--- config.mk ---
export PLATFORM = sky130hd
export DESIGN_NAME = rast_tri_sched
export DESIGN_NICKNAME = d
export VERILOG_FILES = /design/src/rtl/rast_tri_sched.sv
export SDC_FILE = /design/constraint.sdc
export NUM_CORES = 1
export LEC_CHECK = 0
export CAP_MARGIN = 20
export CORE_AREA = 2 2 450 452
export CTS_BUF_LIST = sky130_fd_sc_hd__clkbuf_8
export DETAILED_ROUTE_END_ITERATION = 7
export DIE_AREA = 0 0 452 454
export GPL_ROUTABILITY_DRIVEN = 1
export GPL_TIMING_DRIVEN = 0
export PLACE_DENSITY = 0.32
export SYNTH_ARGS = -nofsm -noshare
export SYNTH_HDL_FRONTEND = slang
export SYNTH_SLANG_ARGS = --single-unit
--- constraint.sdc ---
create_clock -name clk -period 2.9 [get_ports clk]
set_clock_uncertainty 0.2 [all_clocks]
set_input_delay 0.435 -clock clk [delete_from_list [all_inputs] [get_ports clk]]
set_output_delay 0.435 -clock clk [all_outputs]
set_load 0.005 [all_outputs]
--- src/rtl/rast_tri_sched.sv ---
// Two-requester triangle scheduler in front of rast: arbitrates issue, tags each triangle
// with its requester ID and steers hit subsequences back. Optional RAST_TRI_SCHED_FIXED_PRIO_EN.
module rast_tri_sched #(
  parameter int SIGFIG    = 24,
  parameter int VERTS     = 3,
  parameter int AXIS      = 3,
  parameter int COLORS    = 3,
  parameter int OUT_DELAY = 5,
  parameter int TAG_DEPTH = 4
) (
  input  logic                                           clk,
  input  logic                                           rst,
  input  logic [1:0]                                     req_valid,
  output logic [1:0]                                     req_ready,
  input  logic signed [1:0][VERTS-1:0][AXIS-1:0][SIGFIG-1:0] req_tri,
  input  logic [1:0][COLORS-1:0][SIGFIG-1:0]             req_color,
  output logic signed [VERTS-1:0][AXIS-1:0][SIGFIG-1:0]  tri_R10S,
  output logic [COLORS-1:0][SIGFIG-1:0]                  color_R10U,
  output logic                                           validTri_R10H,
  input  logic                                           halt_RnnnnL,
  input  logic                                           hit_valid_R18H,
  input  logic signed [AXIS-1:0][SIGFIG-1:0]             hit_R18S,
  input  logic [COLORS-1:0][SIGFIG-1:0]                  color_R18U,
  output logic [1:0]                                     hit_valid_o,
  output logic signed [AXIS-1:0][SIGFIG-1:0]             hit_o,
  output logic [COLORS-1:0][SIGFIG-1:0]                  color_o,
  output logic [1:0]                                     done_o,
  output logic                                           err_o
);

  localparam int PTR_W = $clog2(TAG_DEPTH);
  localparam int CNT_W = PTR_W + 1;

  logic [1:0]           grant;
  logic                 can_issue;
  logic                 push;
  logic                 pop;
  logic                 tag_full;
  logic                 tag_empty;
  logic                 head;
  logic [TAG_DEPTH-1:0] tag_mem;
  logic [PTR_W-1:0]     wr_ptr;
  logic [PTR_W-1:0]     rd_ptr;
  logic [CNT_W-1:0]     count;
  logic [OUT_DELAY-1:0] halt_p;
  logic                 halt_d;
  logic                 halt_d1;
  logic                 first_seen;
  logic                 end_evt;
  logic                 hit_act;

  assign tag_full  = (count == CNT_W'(TAG_DEPTH));
  assign tag_empty = (count == '0);
  assign can_issue = halt_RnnnnL & ~tag_full;
  assign push      = |grant;
  assign head      = tag_mem[rd_ptr];

`ifdef RAST_TRI_SCHED_FIXED_PRIO_EN
  always_comb begin
    grant    = '0;
    grant[0] = can_issue & req_valid[0];
    grant[1] = can_issue & req_valid[1] & ~req_valid[0];
  end
`else
  logic rr;

  always_comb begin
    grant = '0;
    if (rr) begin
      grant[1] = can_issue & req_valid[1];
      grant[0] = can_issue & req_valid[0] & ~req_valid[1];
    end else begin
      grant[0] = can_issue & req_valid[0];
      grant[1] = can_issue & req_valid[1] & ~req_valid[0];
    end
  end

  // The pointer moves to the other requester after every grant.
  always_ff @(posedge clk) begin
    if (rst)           rr <= 1'b0;
    else if (grant[0]) rr <= 1'b1;
    else if (grant[1]) rr <= 1'b0;
  end
`endif

  assign req_ready     = grant;
  assign validTri_R10H = |grant;
  assign tri_R10S      = grant[1] ? req_tri[1]   : req_tri[0];
  assign color_R10U    = grant[1] ? req_color[1] : req_color[0];

  // Hit side: halt delayed to line up with rast's outputs; its rising edge ends a subsequence.
  assign halt_d  = halt_p[OUT_DELAY-1];
  assign end_evt = halt_d & ~halt_d1;
  assign hit_act = ~halt_d & hit_valid_R18H;
  assign pop     = end_evt & first_seen & ~tag_empty;
  assign hit_o   = hit_R18S;
  assign color_o = color_R18U;

  always_comb begin
    hit_valid_o = '0;
    done_o      = '0;
    if (hit_act && !tag_empty) hit_valid_o[head] = 1'b1;
    if (pop)                   done_o[head]      = 1'b1;
  end

  // Tag storage holds data only; validity comes from the reset-cleared count.
  always_ff @(posedge clk) begin
    if (push) tag_mem[wr_ptr] <= grant[1];
  end

  always_ff @(posedge clk) begin
    if (rst) begin
      wr_ptr     <= '0;
      rd_ptr     <= '0;
      count      <= '0;
      halt_p     <= '0;
      halt_d1    <= 1'b0;
      first_seen <= 1'b0;
      err_o      <= 1'b0;
    end else begin
      if (push) wr_ptr <= wr_ptr + 1'b1;
      if (pop)  rd_ptr <= rd_ptr + 1'b1;
      if (push && !pop)      count <= count + CNT_W'(1);
      else if (pop && !push) count <= count - CNT_W'(1);
      halt_p[0] <= halt_RnnnnL;
      for (int k = 1; k < OUT_DELAY; k++) halt_p[k] <= halt_p[k-1];
      halt_d1 <= halt_d;
      if (end_evt) first_seen <= 1'b1;
      if ((hit_act && tag_empty) || (end_evt && first_seen && tag_empty)) err_o <= 1'b1;
    end
  end

endmodule

# Word-level counts from Yosys, hierarchy flattened
# Cells that the tools add are included.
# totals
reg_bits	20
out_inout_bits	440
word_cells	66
# classes
n_addsub	4
magnitude_cmp	5
eq_ne	1
mux	16
n_bitwise	15
reduce_logical	16
# ops
op	n
216-bit 2-to-1 mux	1
72-bit 2-to-1 mux	1
1-bit AND	9
1-bit logical AND	8
2-bit by 3-bit < comparator with 1-bit output, second input constant	2
2-bit 2-to-1 mux	3
3-bit 2-to-1 mux	2
1-bit inverter	6
1-bit 2-to-1 mux	5
2-bit by 1-bit adder with 2-bit output, second input constant	2
4-bit bitwise mux	1
2-bit nonzero test	2
3-bit by 1-bit adder with 3-bit output, second input constant	1
3-bit equality test, second input constant	1
1-bit zero test	3
3-bit zero test	1
3-bit by 1-bit subtractor with 3-bit output, second input constant	1
1-bit binary-select mux with 2-bit select	1
1-bit demux with 2-bit select	1
2-bit by 1-bit greater-or-equal comparator with 1-bit output, second input constant	1
1-bit by 2-bit < comparator with 1-bit output, second input constant	1
2-bit OR reduction	1
1-bit demux with 1-bit select	1
1-bit greater-or-equal comparator, second input constant	1
1-bit logical OR	1

# Longest topological paths before layout
# depth
depth_word	11
depth_mapped	8
mapped_depth_nobuf	8

# Worst setup path after synthesis
# Ideal clock, no wire load.
# synth_path
path_kind	register -> register
start	reg count[0]
end	reg count[2]
t_arrival_ps	2082
required_ps	2629
slack_ps	547
stages_incl_launch_ff	9
period_less_slack_ps	2353
path_cell_list	dfxtp_1 or3_1 nand2_1 ha_1 inv_1 fa_1 xor2_1 or3_1 a21oi_1
# synth_between
elab_chain_cells	10
# synth_rtl
item	line_no	source
start: declaration	44	logic [CNT_W-1:0] count;
start signal: assignment	123	if (push && !pop) count <= count + CNT_W'(1);
start signal: assignment	124	else if (pop && !push) count <= count - CNT_W'(1);
3-bit equality test	52	assign tag_full = (count == CNT_W'(TAG_DEPTH));
1-bit inverter	54	assign can_issue = halt_RnnnnL & ~tag_full;
1-bit AND	54	
1-bit AND, on equally long branches	--	
1-bit AND, on equally long branches	71, 74	
2-bit 2-to-1 mux	69	if (rr) begin
2-bit OR reduction	55	assign push = |grant;
1-bit zero test	124	
1-bit logical AND	124	
2-bit nonzero test (no line)	--	
# Parallel ways exist; a longest one is shown, timed or not. The select of a mux whose other input is x is not followed.
# A chain may end at the register's enable or synchronous reset.

==> flow_metrics.env <==
export IMPL_die_w_um=452
export IMPL_grt_pass1_wl_um=139000
export IMPL_syn_to_final_growth_pct=249
export IMPL_tritoncts="built"
export IMPL_coreArea_um2=201000
export IMPL_num_rows=165
export IMPL_design_final_nets=2452
export IMPL_viasPerCell=2.13
export IMPL_clk_latency_ps=260
export IMPL_cts_sinks=20
export IMPL_p_sw_mw=1.67
export IMPL_reg2reg_slack_ps=260
export IMPL_drc=0
export IMPL_numPortBuffers=1020
export IMPL_setup_ws_ps=-129
export IMPL_numCtsBuffers=3
export IMPL_p_per_area_nw_per_um2=205
export IMPL_syn_inst=553
export IMPL_gr_usage_all_layers_pct=11.2
export IMPL_root_buffer="clkbuf_8"
export IMPL_syn_cell_area_um2=6300
export IMPL_cp_required_ps=2270
export IMPL_clock_path_buffers=2
export IMPL_grt_overflow=0
export IMPL_fill_cells=23115
export IMPL_grtUsageMet2_pct=15.9
export IMPL_dieArea_um2=205000
export IMPL_drv_cap=0
export IMPL_multi_input_area_um2=4480
export IMPL_drt_iter0_markers=502
export IMPL_comb_power_share_pct=86.6
export IMPL_postRouteWirelength_um=124000
export IMPL_busiest_layer="met2"
export IMPL_h_tree_depth=1
export IMPL_dp_hpwl_um=116000
export IMPL_p_leak_nw=8.88
export IMPL_p_int_mw=2.83
export IMPL_holdWs_ps=243
export IMPL_period_share_pct=104
export IMPL_finalSetupViolations=145
export IMPL_antenna_found_initial=93
export IMPL_slew_violations=0
export IMPL_met3_usage_pct=5.35
export IMPL_hold_class="reg -> reg"
export IMPL_drt_pass1_iterations=7
export IMPL_period_needed_ps=3030
export IMPL_ios=1166
export IMPL_cp_arrival_ps=2390
export IMPL_fin_util_pct=11.0
export IMPL_syn_num_nets=1285
export IMPL_clkPwrFrac_pct=6.3
export IMPL_die_y_um=454
export IMPL_swShare_pct=37.1
export IMPL_worst_pin_slew_ps=575
export IMPL_status="finished with violations"
export IMPL_ys_types=31
export IMPL_yosys_top_cells_area="mux2_4 (48%), buf_4 (17%), mux2_2 (16%)"
export IMPL_end_kind="output pin"
export IMPL_post_drt_wl_per_cell_um=28.2
export IMPL_start_kind="register"
export IMPL_grt_pass1_vias=8802
export IMPL_hold_viol_final=0
export IMPL_gp_congestion=0.889
export IMPL_start_util_pct=3.14
export IMPL_fmax_ghz=0.330
export IMPL_layout_drive_gt1_share_pct=48.4
export IMPL_grt_max_degree=13
export IMPL_num_vias=9387
export IMPL_crit_fanout=8
export IMPL_path_clk_slew_ps=80
export IMPL_ys_dominant_reg_cell="dfxtp_1"
export IMPL_ys_ff_latch=20
export IMPL_grt_util_met1_pct=15.7
export IMPL_postSynthAreaPerCell_um2=11.4
export IMPL_async_reset_ff_share_pct=0
export IMPL_max_slew_margin_rel_pct=61.7
export IMPL_synth_area_leader_cell="mux2_4"
export IMPL_ant_nets=0
export IMPL_max_vdd_ir_drop_mv=0.145
export IMPL_worstSetupPathType="reg -> out"
export IMPL_synth_edf_count=4
export IMPL_pwr_share_seq_pct=7.1
export IMPL_violations="setup timing"
export IMPL_ff_latch_area_um2=450
export IMPL_rsz0062_at_grt="true"
export IMPL_yosysTopAreaCellShare_pct=47.9
export IMPL_cts_hold_buf=0
export IMPL_ys_warn_count=0
export IMPL_ys_seq_area_share_pct=6.99
## critical path, stage by stage (launching register included)
cell and delay [ps]:
dfxtp_4 360, nor3b_4 300, nor3_4 90, buf_6 130
buf_16 160, buf_4 170, buf_8 130, buf_12 140
mux2_2 320, dlygate4sd2_1 290
## stage by stage
| step | cell area (µm²) | setup TNS (ps) | power [mW] | cells | worst slack, ps |
|---|---|---|---|---|---|
| after floorplan | 6300 | 0 | 1.31 | 553 | 547 |
| after global placement | 19900 | -244950 | 3.94 | 4245 | -1560 |
| after detailed placement | 19900 | -233600 | 3.92 | 4245 | -1510 |
| after CTS | 20200 | -35130 | 4.27 | 4281 | -298 |
| after global routing | 22000 | -25300 | 4.74 | 4393 | -238 |
| final | 22000 | -7800 | 4.50 | 4409 | -129 |
## worst paths after layout
path	start	end	depth (start not counted)
min reg2reg	halt_p[0]$_SDFF_PP0_	halt_p[1]$_SDFF_PP0_	1
max reg2reg	count[2]$_SDFFE_PP0P_	count[2]$_SDFFE_PP0P_	9
min	halt_p[0]$_SDFF_PP0_	halt_p[1]$_SDFF_PP0_	1
max	count[1]$_SDFFE_PP0P_	color_R10U[54]	9
## flip-flops by register name, summed over array words and instances (netlist names)
name        count
tag_mem         4
wr_ptr          2
rr              1
err_o           1
rd_ptr          2
count           3
first_seen      1
halt_d1         1
halt_p          5
## layout by cell type (no fill, tap or decap), drive strengths merged, types with 4 or more instances in the layout
cell	count
clkdlybuf4s50	732
buf	461
mux2	289
clkbuf	71
dlymetal6s2s	49
dlygate4sd2	22
diode	18
dfxtp	16
nor2	9
nor2b	9
clkdlybuf4s15	8
inv	5
ha	5
o21ai	4
or3	4
and2	4
a21oi	4
edfxtp	4
nand2	4
nor3	4
## Yosys cell counts (5+ instances only)
cell type	n
mux2_2	88
dfxtp_1	16
inv_1	5
buf_6	25
nor2b_1	9
nor2_1	9
buf_2	7
mux2_4	201
ha_1	5
buf_4	144
## kinds of logic after synthesis
| kind of cell | after synthesis | synth area share (%) |
|---|---|---|
| compound gates | 12 | 1.17 |
| xor+xnor | 2 | 0.278 |
| fa+ha+maj | 6 | 1.31 |
| buf+inv | 183 | 22.6 |
| flops | 20 | 6.99 |
| mux | 291 | 64.1 |
| simple gates | 39 | 3.57 |
## layout make-up
cell class / instances / area share (%)
antenna: 18 / 0.205
timing repair buffer: 1167 / 54.2
clock buffer: 3 / 0.188
buffer: 173 / 7.57
sequential: 20 / 2.05
tap: 2672 / 15.2
multi-input combinational: 350 / 20.4
clock inverter: 1 / 0.136
inverter: 5 / 0.0853
## per-layer routing
layer / vias to the layer above / wire [µm]
met2: 662 / 50400
met5: - / 480
li1: 4183 / -
met1: 4364 / 57300
met4: 50 / 958
met3: 128 / 15000
## timing repair
action | CTS | global route
setup endpoints to repair | 290 | 277
resized for setup | 786 | 572
setup buffers | 32 | 107
pin swaps | 1 | 1
gates cloned | 1 | 10
## power by group through the flow
stage | Combinational, mW | Clock, mW | Sequential, mW
4_1_cts | 3.66 | 0.294 | 0.319
2_1_floorplan | 0.983 | 0 | 0.324
3_3_place_gp | 3.61 | 0 | 0.328
3_5_place_dp | 3.59 | 0 | 0.328
6_report | 3.90 | 0.282 | 0.320
5_1_grt | 4.12 | 0.304 | 0.322
(Power assumes the default switching activity.)
